--- src/rtl/seq.sv ---
// Instruction sequencer: fetches one byte per instruction, then decodes it, then executes it or halts.
// Keeps the PC and the retired-instruction count, and drives the fetch request and phase strobes.
module seq #(
    parameter logic [7:0] RESET_PC = 8'h00,
    parameter logic [3:0] HALT_OP  = 4'hF
) (
    input  logic        clk,
    input  logic        rst,
    output logic        mem_req,
    output logic [7:0]  mem_addr,
    input  logic        mem_ack,
    input  logic [7:0]  mem_rdata,
    output logic [7:0]  instr,
    output logic [3:0]  opcode,
    output logic [3:0]  operand,
    output logic        fetch,
    output logic        exec,
    input  logic        exec_done,
    input  logic        branch,
    input  logic [7:0]  branch_tgt,
    input  logic        resume,
    output logic        halted,
    output logic [15:0] instret
);

    localparam logic [2:0] S_IDLE   = 3'd0;
    localparam logic [2:0] S_FETCH  = 3'd1;
    localparam logic [2:0] S_DECODE = 3'd2;
    localparam logic [2:0] S_EXEC   = 3'd3;
    localparam logic [2:0] S_HALT   = 3'd4;

    logic [2:0]  r_state;
    logic [7:0]  r_pc;
    logic [7:0]  r_instr;
    logic [15:0] r_instret;

    always_ff @(posedge clk) begin
        if (rst) begin
            r_state   <= S_IDLE;
            r_pc      <= RESET_PC;
            r_instr   <= '0;
            r_instret <= '0;
        end else begin
            case (r_state)
                S_IDLE: r_state <= S_FETCH;
                S_FETCH: begin
                    if (mem_ack) begin
                        r_instr <= mem_rdata;
                        r_pc    <= r_pc + 8'd1;
                        r_state <= S_DECODE;
                    end
                end
                S_DECODE: r_state <= (r_instr[7:4] == HALT_OP) ? S_HALT : S_EXEC;
                S_EXEC: begin
                    // Branch inputs only matter on the retiring cycle.
                    if (exec_done) begin
                        r_instret <= r_instret + 16'd1;
                        if (branch) r_pc <= branch_tgt;
                        r_state <= S_FETCH;
                    end
                end
                S_HALT: if (resume) r_state <= S_FETCH;
                default: r_state <= S_IDLE;
            endcase
        end
    end

    assign mem_req  = (r_state == S_FETCH);
    assign fetch    = (r_state == S_DECODE);
    assign exec     = (r_state == S_EXEC);
    assign halted   = (r_state == S_HALT);
    assign mem_addr = r_pc;
    assign instr    = r_instr;
    assign opcode   = r_instr[7:4];
    assign operand  = r_instr[3:0];
    assign instret  = r_instret;

endmodule
--- config.mk ---
export PLATFORM = sky130hd
export DESIGN_NAME = seq
export DESIGN_NICKNAME = d
export VERILOG_FILES = /design/src/rtl/seq.sv
export SDC_FILE = /design/constraint.sdc
export NUM_CORES = 1
export LEC_CHECK = 0
export ABC_AREA = 1
export CAP_MARGIN = 20
export CORE_MARGIN = 2
export CORE_UTILIZATION = 48
export DETAILED_ROUTE_END_ITERATION = 8
export PLACE_DENSITY = 0.93
export SYNTH_ARGS = -nofsm -noshare
export SYNTH_HDL_FRONTEND = slang
export SYNTH_SLANG_ARGS = --single-unit
--- constraint.sdc ---
create_clock -name clk -period 3.45 [get_ports clk]
set_input_delay 0.69 -clock clk [delete_from_list [all_inputs] [get_ports clk]]
set_output_delay 0.69 -clock clk [all_outputs]
set_load 0.1 [all_outputs]
== Word level (Yosys, flattened, before mapping) ==
Index checks and enable logic that the tools add are counted.

* Add/subtract/negate cells: 2
* Eq/ne operators: 9
* Multiplexer cells: 9
* Reductions and logical operators: 6

{| class="wikitable"
|+ Operator list
! kind !! number
|-
| 8-bit 2-to-1 mux || 3
|-
| 16-bit by 1-bit adder with 16-bit output, second input constant || 1
|-
| 8-bit one-hot mux with 2 select lines || 1
|-
| 3-bit one-hot mux with 5 select lines || 1
|-
| 3-bit 2-to-1 mux || 4
|-
| 8-bit by 1-bit adder with 8-bit output, second input constant || 1
|-
| 3-bit by 2-bit equality test with 1-bit output, second input constant || 2
|-
| 2-bit by 1-bit inequality test with 1-bit output, second input constant || 3
|-
| 4-bit equality test, second input constant || 1
|-
| 2-bit AND reduction || 2
|-
| 4-bit AND reduction || 1
|-
| 3-bit by 1-bit equality test with 1-bit output, second input constant || 1
|-
| 3-bit equality test, second input constant || 1
|-
| 3-bit logical NOT || 1
|-
| 3-bit AND reduction || 1
|-
| 2-bit inequality test, second input constant || 1
|-
| 2-bit nonzero test || 1
|}

* Bits in registers: 35
* Input bits: 22
* Output and inout bits: 44
* Word-level logic and storage cells: 30

== Logic depth before layout (Yosys ltp) ==
* Word-level depth: 3
* Depth in mapped cells: 10

== Worst setup path before layout ==
No wires, ideal clock.

* Path kind: register to output
* From: register r_state[0]
* To: output port halted
* Data arrival time: 1,843 ps
* Data required time: 2,760 ps
* Slack: 917 ps
* Cell stages (with the launch flop): 5
* Path buffers: 1
* Cell sequence: dfxtp_1 -> buf_4 -> nor2_1 -> inv_1 -> nor2_1

* Word-level cells in the longest chain between the ends: 1

{| class="wikitable"
|+ RTL lines
! element !! RTL line !! text
|-
| from (decl) || 32 || <nowiki>logic [2:0] r_state;</nowiki>
|-
| from (signal assigned) || 53 || <nowiki>S_DECODE: r_state <= (r_instr[7:4] == HALT_OP) ? S_HALT : S_EXEC;</nowiki>
|-
| 3-bit equality test || 71 || <nowiki>assign halted = (r_state == S_HALT);</nowiki>
|-
| to (decl) || 22 || <nowiki>output logic halted,</nowiki>
|}

Every way passes these cells.

== Worst setup path after layout ==
* From: register r_pc[7], in the netlist mem_addr[7]
* To: output port mem_addr[7]

{| class="wikitable"
|+ RTL lines
! element !! RTL line !! text
|-
| from (decl) || 33 || <nowiki>logic [7:0] r_pc;</nowiki>
|-
| from (signal assigned) || 49 || <nowiki>r_pc <= r_pc + 8'd1;</nowiki>
|-
| from (signal assigned) || 58 || <nowiki>if (branch) r_pc <= branch_tgt;</nowiki>
|-
| to (decl) || 10 || <nowiki>output logic [7:0] mem_addr,</nowiki>
|}

No word-level cell between the ends.

==> flow_summary.json <==
{
  "worstReg2RegEnd": "mem_addr[2]",
  "synth_cell_types": 26,
  "setup_viol": 0,
  "synth.ff_latch_count": 35,
  "hold_buffers": 0,
  "grt_first_pass_wirelength_um": 7380,
  "place_congestion": 0.818,
  "r2r_start": "r_state[0]",
  "cts_tree": "built",
  "antenna_cells": 0,
  "dr.first_iter.drc_count": 111,
  "htreeDepth": 2,
  "reg2reg_depth": 8,
  "endpoint": "mem_addr[7]",
  "maxCapViolCount": 0,
  "ir_drop_uv": 448,
  "cp_slowest_cell": "clkdlybuf4s50_1",
  "avgViaCountPerCell": 4.99,
  "arrival_ns": 1.83,
  "slew_viol_final": 0,
  "wl_per_cell_um": 11.5,
  "grt-ovfl-total": 0,
  "row_count": 22,
  "clk_latency_ns": 0.29,
  "worstMarginPinSlew_ns": 0.978,
  "grt_antenna_before_repair": 0,
  "start_util": 0.508,
  "grt_usage": 0.214,
  "placedCellCount": 386,
  "drc_errors": 0,
  "skew_ns": 0.00680,
  "cts_made_buffers": 5,
  "fin_crit_ns": 2.52,
  "yosysWarningCount": 0,
  "n_fill_cell": 337,
  "cp-end-kind": "output port",
  "tns_ns": 0,
  "area_delta_synth_final_pct": 34.2,
  "rsz0062_at_grt": "no",
  "fp.coreArea_um2": 3720,
  "dieWidth_um": 66.7,
  "grt_max_degree": 28,
  "crit_fanout": 4,
  "dp_worst_setup_slack_ns": 0.997,
  "seqCellArea_um2": 701,
  "syn-instance-count": 288,
  "worst-setup-path-type": "reg2out",
  "syn_nets": 312,
  "seq_area_frac_synth": 0.371,
  "boundaryPins": 66,
  "dp_hpwl_um": 3340,
  "cp-startpoint": "mem_addr[7]",
  "hold_viol": 0,
  "min_path_type": "reg2reg",
  "first_global_vias": 1815,
  "crit_required_ns": 2.76,
  "stdcell_count": 394,
  "routed-via-count": 1965,
  "avgSynthCellArea_um2": 6.56,
  "slowest_delay_ns": 1.16,
  "die-area_um2": 4450,
  "path_depth": 1,
  "max_clock_freq_ghz": 0.396,
  "clkSlewWorstSetupHoldPaths_ns": 0.07,
  "syn-cell-area_um2": 1890,
  "clkSinkCount": 35,
  "finalWirelength_um": 4550,
  "multi_input_area_um2": 940,
  "cp_cell_sequence": "clkdlybuf4s50_1",
  "postCtsSetupBuffers": 0,
  "critPathTopFamily": "buffers and inverters",
  "fin_crit_sh": 0.732,
  "start_kind": "flop",
  "power.density_nw_per_um2": 564,
  "clk_path_buf_depth": 2,
  "cts_root_buf": "clkbuf_8",
  "drt_pass1_iterations": 4,
  "numPortBuffers": 65,
  "drive_gt1_frac": 0.124,
  "nets": 369,
  "die_height_um": 66.7,
  "post_cts_resized": 0,
  "p_leak_nw": 1.08,
  "slew_headroom": 0.346,
  "fin_ws_ns": 0.926,
  "regToRegSetupSlack_ns": 1.73,
  "worst-path-buf-inv": 1,
  "ant_nets": 0,
  "outcome": "finished clean"
}
sequential cells by signal, summed over array words and instances (netlist names):
| name | count |
|---|---|
| instr | 8 |
| instret | 16 |
| mem_addr | 8 |
| r_state | 3 |
area by class of cell:
cell class / instances / share of cell area
clock inverters: 1 / 0.00197
multi-input cells: 199 / 0.370
repair buffers: 65 / 0.240
well taps: 48 / 0.0237
flip-flops and latches: 35 / 0.276
inverters: 39 / 0.0577
clock buffers: 7 / 0.0301
worst min-delay path: stages, from the launching register on:
cell and delay (ns):
dfxtp_1 0.33, inv_1 0.06, a21oi_1 0.05
layout by cell type (no fill, tap or decap), drive strengths merged:
master,count
nand2,65
clkinv,1
a21oi,16
o21ai,23
nand4,7
o31ai,1
clkbuf,7
buf,17
nor2,53
o211ai,1
nand3,21
o21bai,1
or2,2
dfxtp,35
nor3,7
clkdlybuf4s50,48
ha,2
inv,39
cell families after synthesis:
family,after synthesis,share of synthesized area
simple gates,155,0.369
buf+inv,54,0.132
compound gates,42,0.115
flops,35,0.371
fa+ha+maj,2,0.0132
synth_stat cells:
cell,instances,area share
nand2_1,64,0.13
nor2_1,48,0.095
dfxtp_1,35,0.37
inv_1,32,0.064
nand3_1,18,0.048
a21oi_1,16,0.042
o21ai_0,15,0.040
buf_4,10,0.040
o21ai_1,8,0.021
inv_2,7,0.014
nand4_1,7,0.023
nor3_1,5,0.013
clkbuf_1,3,0.0060
nor2_2,3,0.0099
ha_1,2,0.013
nand3_2,2,0.011
nor2_4,2,0.012
nor3_2,2,0.011
or2_2,2,0.0066
buf_2,1,0.0026
buf_6,1,0.0060
nand2_2,1,0.0033
nand3_4,1,0.0093
o211ai_1,1,0.0040
o21bai_1,1,0.0040
o31ai_1,1,0.0040
per-layer routing:
| layer | vias up | track usage | share of wire |
|---|---|---|---|
| li1 | 1018 | - | - |
| met3 | 5 | 0.0743 | 0.080 |
| met2 | 65 | 0.376 | 0.46 |
| met4 | 0 | 0.0612 | 0.012 |
| met5 | - | 0 | 0 |
| met1 | 877 | 0.243 | 0.45 |
worst min path at each step:
stage / depth (start not counted) / start / endpoint / slack (ns)
finish: 2 / instret[4] / instret[4] / 0.48
global route: 2 / mem_addr[4] / mem_addr[4] / 0.50
CTS: 2 / mem_addr[4] / mem_addr[4] / 0.48
detailed placement: 2 / mem_addr[4] / mem_addr[4] / 0.47
global placement: 2 / instret[4] / instret[4] / 0.45
floorplan: 4 / r_state[1] / r_state[1] / 0.61
power breakdown:
group	total [mW]	switching (mW)	internal, mW	leakage (nW)
clock	0.285	0.143	0.142	0.0422
sequential	0.486	0.0459	0.440	0.284
combinational	0.660	0.509	0.151	0.750
total	1.43	0.698	0.733	1.08
through the flow:
stage / hold slack [ns] / area (µm²) / total power, mW / util
after CTS: 0.479 / 2540 / 1.44 / 0.682
after detailed placement: 0.468 / 2450 / 1.15 / 0.661
after global placement: 0.450 / 2450 / 1.15 / 0.661
final: 0.479 / 2540 / 1.43 / 0.682
after floorplan: 0.614 / 1890 / 1.03 / -
after global routing: 0.499 / 2540 / 1.49 / 0.682
(Power assumes the default switching activity.)
